**src/rtl/norm_divider.sv**
```systemverilog
// rtl/norm_divider.sv - normalised restoring divider, 32-bit signed/unsigned, CLZ-aligned start
module norm_divider (
    input  logic        i_clk,
    input  logic        i_rst_n,
    input  logic        i_start,
    input  logic        i_signed,
    input  logic [31:0] i_dividend,
    input  logic [31:0] i_divisor,
    input  logic [31:0] i_dividend_clz,
    input  logic [31:0] i_divisor_clz,
    input  logic        i_flush,
    output logic        o_busy,
    output logic        o_done,
    output logic [31:0] o_quotient,
    output logic [31:0] o_remainder,
    output logic        o_div_by_zero
);

    typedef enum logic [1:0] {IDLE, CALC, FINISH} state_t;

    state_t      state_q, state_d;
    logic [31:0] rem_q, rem_d, sdiv_q, sdiv_d, q_q, q_d;
    logic [31:0] quot_q, quot_d, remo_q, remo_d;
    logic [4:0]  cnt_q, cnt_d;
    logic        sign_q_q, sign_q_d, sign_r_q, sign_r_d, dbz_q, dbz_d;

    logic        dividend_neg, divisor_neg, divisor_zero, early;
    logic [31:0] dividend_mag, divisor_mag, rem_sub, q_shift;
    logic [5:0]  clz_diff;
    logic        ge;
    logic        unused_clz_hi;

    assign dividend_neg  = i_signed & i_dividend[31];
    assign divisor_neg   = i_signed & i_divisor[31];
    assign dividend_mag  = dividend_neg ? (~i_dividend + 32'd1) : i_dividend;
    assign divisor_mag   = divisor_neg ? (~i_divisor + 32'd1) : i_divisor;
    assign divisor_zero  = (i_divisor == 32'd0);
    assign clz_diff      = i_divisor_clz[5:0] - i_dividend_clz[5:0];
    // Dividend narrower than divisor (incl. zero dividend) means quotient 0, no iterations.
    assign early         = divisor_zero || (i_dividend_clz[5:0] > i_divisor_clz[5:0]);
    assign unused_clz_hi = ^{i_dividend_clz[31:6], i_divisor_clz[31:6], clz_diff[5]};

    assign ge      = (rem_q >= sdiv_q);
    assign rem_sub = ge ? (rem_q - sdiv_q) : rem_q;
    assign q_shift = {q_q[30:0], ge};

    always_comb begin
        state_d  = state_q;
        rem_d    = rem_q;
        sdiv_d   = sdiv_q;
        q_d      = q_q;
        cnt_d    = cnt_q;
        sign_q_d = sign_q_q;
        sign_r_d = sign_r_q;
        quot_d   = quot_q;
        remo_d   = remo_q;
        dbz_d    = dbz_q;
        case (state_q)
            IDLE: begin
                if (i_start) begin
                    sign_r_d = dividend_neg;
                    sign_q_d = dividend_neg ^ divisor_neg;
                    rem_d    = dividend_mag;
                    q_d      = 32'd0;
                    sdiv_d   = divisor_mag << clz_diff[4:0];
                    cnt_d    = clz_diff[4:0];
                    if (early) begin
                        state_d = FINISH;
                        quot_d  = divisor_zero ? 32'hFFFF_FFFF : 32'd0;
                        remo_d  = i_dividend;
                        dbz_d   = divisor_zero;
                    end else begin
                        state_d = CALC;
                    end
                end
            end
            CALC: begin
                rem_d  = rem_sub;
                q_d    = q_shift;
                sdiv_d = sdiv_q >> 1;
                cnt_d  = cnt_q - 5'd1;
                if (cnt_q == 5'd0) begin
                    state_d = FINISH;
                    quot_d  = sign_q_q ? (~q_shift + 32'd1) : q_shift;
                    remo_d  = sign_r_q ? (~rem_sub + 32'd1) : rem_sub;
                    dbz_d   = 1'b0;
                end
            end
            FINISH:  state_d = IDLE;
            default: state_d = IDLE;
        endcase
        // Flush drops whatever is in flight but leaves the last published result visible.
        if (i_flush) begin
            state_d = IDLE;
            quot_d  = quot_q;
            remo_d  = remo_q;
            dbz_d   = dbz_q;
        end
    end

    always_ff @(posedge i_clk or negedge i_rst_n) begin
        if (!i_rst_n) begin
            state_q  <= IDLE;
            rem_q    <= 32'd0;
            sdiv_q   <= 32'd0;
            q_q      <= 32'd0;
            cnt_q    <= 5'd0;
            sign_q_q <= 1'b0;
            sign_r_q <= 1'b0;
            quot_q   <= 32'd0;
            remo_q   <= 32'd0;
            dbz_q    <= 1'b0;
        end else begin
            state_q  <= state_d;
            rem_q    <= rem_d;
            sdiv_q   <= sdiv_d;
            q_q      <= q_d;
            cnt_q    <= cnt_d;
            sign_q_q <= sign_q_d;
            sign_r_q <= sign_r_d;
            quot_q   <= quot_d;
            remo_q   <= remo_d;
            dbz_q    <= dbz_d;
        end
    end

    assign o_busy        = (state_q != IDLE);
    assign o_done        = (state_q == FINISH);
    assign o_quotient    = quot_q;
    assign o_remainder   = remo_q;
    assign o_div_by_zero = dbz_q;

endmodule

```
**config.mk**
```make
export PLATFORM = sky130hd
export DESIGN_NAME = norm_divider
export DESIGN_NICKNAME = d
export VERILOG_FILES = /design/src/rtl/norm_divider.sv
export SDC_FILE = /design/constraint.sdc
export NUM_CORES = 1
export LEC_CHECK = 0
export ABC_AREA = 1
export CAP_MARGIN = 20
export CORE_UTILIZATION = 50
export DETAILED_ROUTE_END_ITERATION = 6
export PLACE_DENSITY_LB_ADDON = 0.12
export SLEW_MARGIN = 20
export SYNTH_ARGS = -nofsm -noshare
export SYNTH_HDL_FRONTEND = slang
export SYNTH_SLANG_ARGS = --single-unit
```
**constraint.sdc**
```tcl
create_clock -name i_clk -period 4.4 [get_ports i_clk]
set_input_delay 0.88 -clock i_clk [delete_from_list [all_inputs] [get_ports i_clk]]
set_output_delay 0.88 -clock i_clk [all_outputs]
set_load 0.01 [all_outputs]
```
==> flow_summary_export.csv <==
group,metric,value,unit
yosys,synthTopCellsByCount,"nand2_1 (683), inv_1 (300), nand3_1 (240)",
routing,drt-pass1-iter-count,6,
clocking,cts_buffers,17,
timing,grt_setup_unrepaired,"no",
placement,port_buffers,147,
timing,timing.final.ws_setup,508.6,ps
worst_setup_path,worst-endpoint-arrival,4230,ps
routing,postRouteWirelength,49.43,mm
yosys,synth_edf_count,0,
clocking,cts_root_buffer,"clkbuf_16",
floorplanning,die_w,175.1,um
timing,fin_crit,3891,ps
routing,viasPerCell,5.585,
timing,max_freq,0.2570,GHz
job,cap_violations,0,
pwr,ir_drop,402.1,uV
routing,wl_per_cell,17.19,um
global_routing,track_usage,0.3300,
clocking,clock_sinks,169,
worst_setup_path,critPathCaptureType,"flip-flop",
hold_path,hold_class,"in2async",
yosys,ys_seq_area_frac,0.2824,
routing,vias,16057,
routing,drtIter0Drc,1302,
yosys,synthTopCellsByArea,"dfrtp_1 (28%), nand2_1 (17%), nand3_1 (8.0%), inv_1 (7.5%), nor2_1 (4.9%)",
timing,hold_ws,425.2,ps
yosys,synth_top_cell_area_share,0.2824,
clocking,clkLatencyLatePin,460,ps
yosys,synth-seq-cells,169,
yosys,ys_types,58,
yosys,avgSynthCellArea,6.330,sq um
yosys,yosysMostFrequentCell,"nand2_1",
timing,fin_skew,11.76,ps
global_routing,first_global_vias,15165,
global_routing,antenna_found_initial,0,
routing,route.antenna.remaining_nets,0,
worst_setup_path,crit_type,"reg2reg",
timing,period_share,0.8844,
global_routing,grt_overflow,0,
floorplanning,initial_core_util,0.5148,
floorplanning,core-area,29090,sq um
yosys,synth_area,14980,sq um
routing,drc,0,
timing,slew_headroom,0.4378,
pwr,powerDensity,818.1,nW/um^2
placement,place_congestion,0.9542,
yosys,yosys_warnings,0,
timing,setup_tns,0,ps
timing,tightest_slew,843.2,ps
placement,post-place-ws,324.0,ps
floorplanning,die_h,175.1,um
global_routing,grt_pass1_wl,79.90,mm
clocking,clk_pin_slew,70,ps
timing,hold_violations,0,
floorplanning,io_pins,200,
worst_setup_path,crit_path_start_kind,"flip-flop",
yosys,synthArstFlopShare,1.000,
pwr,leakagePower,8.527,nW
yosys,synth_cells,2366,
yosys,synth_flop_cell,"dfrtp_1",
yosys,netlist.top_cell.by_area,"dfrtp_1",
timing,final-setup-viol-count,0,
final_layout,nNetsFinal,2661,
pwr,finalPower,14.26,mW
yosys,synthesis.nets,2549,
clocking,clockBufferDepth,2,
timing,slew_viol_final,0,
clocking,cts_htree_levels,4,
clocking,cts_tree,"done",
final_layout,layout-drive-gt1-share,0.07149,
status,outcome,"finished, final reports clean",
global_routing,grt_max_degree,75,
worst_setup_path,critPathMaxFanout,39,
floorplanning,placementRows,62,
worst_setup_path,required,4740,ps
placement,dp.final_hpwl,38.45,mm
floorplanning,die_area,30650,sq um
final_layout,syn_to_final_growth,16.38,%
==> path summary, 6_finish.rpt <==
kind	from	end	cells after the start	slack, ps
min reg2reg	o_remainder[4]	o_remainder[4]	2	480
max in group asynchronous	i_rst_n	sdiv_q[28]	2	2960
min	i_rst_n	rem_q[4]	1	430
min in group i_clk	o_remainder[4]	o_remainder[4]	2	480
max reg2reg	rem_q[0]	o_remainder[16]	25	510
max	rem_q[0]	o_remainder[16]	25	510
==> cell usage in the layout, fill, tap and decap left out, types with 9 or more instances in the layout <==
master,count
nand3_2,9
a21oi_1,95
nor2_1,193
nand4_1,23
inv_1,300
xnor2_1,10
o221ai_1,19
clkbuf_16,17
a22oi_1,23
nand3_1,240
nand2_1,682
clkdlybuf4s50_1,146
dfrtp_1,169
ha_1,48
nor4_1,11
o22ai_1,34
nor3_1,29
or2_2,11
nor2_2,19
xor2_1,55
buf_4,38
o211ai_1,27
o21ai_0,129
o21ai_1,15
nand2_2,29
a31oi_1,14
inv_2,17
==> state kept, by name (all words and copies together), names as in the netlist <==
register and count:
cnt_q 5, o_div_by_zero 1, o_quotient 32, o_remainder 32, q_q 31, rem_q 32
sdiv_q 32, sign_q_q 1, sign_r_q 1, state_q 2
==> metal layers <==
layer	track usage	part of all wire
met1	0.4227	0.43
met4	0.1257	0.032
met3	0.03786	0.051
met2	0.5678	0.49
met5	0	0
==> worst max-delay path, stage by stage (launching register included) <==
cell and delay, ps:
dfrtp_1 400, inv_1 60, ha_1 220, fa_1 410, inv_1 110, nand2_1 60, nand2_1 80, nand3_1 80
nand2_2 110, nand2_2 80, nand3_2 90, nand2_4 70, nand2_8 70, buf_4 370, nand2_2 80, o21ai_2 160
ha_1 270, nand4_2 170, inv_1 130, nand2_1 60, nand2_1 160, nand2_1 150, nor2_1 110, nand3_1 70
nand3_1 110, nand2_1 50
==> where the power goes <==
| part | switching (mW) | internal (mW) | total, mW | leakage (nW) |
|---|---|---|---|---|
| Combinational | 6.66 | 3.39 | 10.0 | 6.11 |
| Sequential | 0.535 | 2.16 | 2.69 | 2.14 |
| Clock | 0.766 | 0.755 | 1.52 | 0.278 |
| Total | 7.96 | 6.30 | 14.3 | 8.53 |
==> layout make-up <==
class	instances	area, sq um
fillers	2874	11660
multi-input cells	1783	9183
flip-flops and latches	169	4229
repair buffers	185	1758
inverters	322	1209
well taps	384	480.5
clock buffers	17	425.4
clock inverters	14	141.4
diodes	1	2.502
==> cell families after synthesis <==
family,Yosys count,share of synthesized area
flip-flops,169,0.2824
AND/OR/NAND/NOR,1274,0.3701
AO/OA/AOI/OAI,390,0.1565
XOR/XNOR,67,0.03918
multiplexers,2,0.001420
adder cells (fa/ha/maj),50,0.04278
buffers and inverters,414,0.1076
==> stage by stage <==
step	util	area, sq um	cells
floorplan	-	14980	2366
global placement	0.5794	16850	2843
detailed placement	0.5794	16850	2843
CTS	0.5988	17420	2874
global route	0.5990	17430	2874
finish	0.5991	17430	2875
==> timing repair <==
action,4_1_cts,5_1_grt
setup endpoints to repair,0,3
setup buffers,0,0
hold buffers,0,0
gates resized for setup,0,1
No activity file was read; power rests on OpenSTA's default activity.
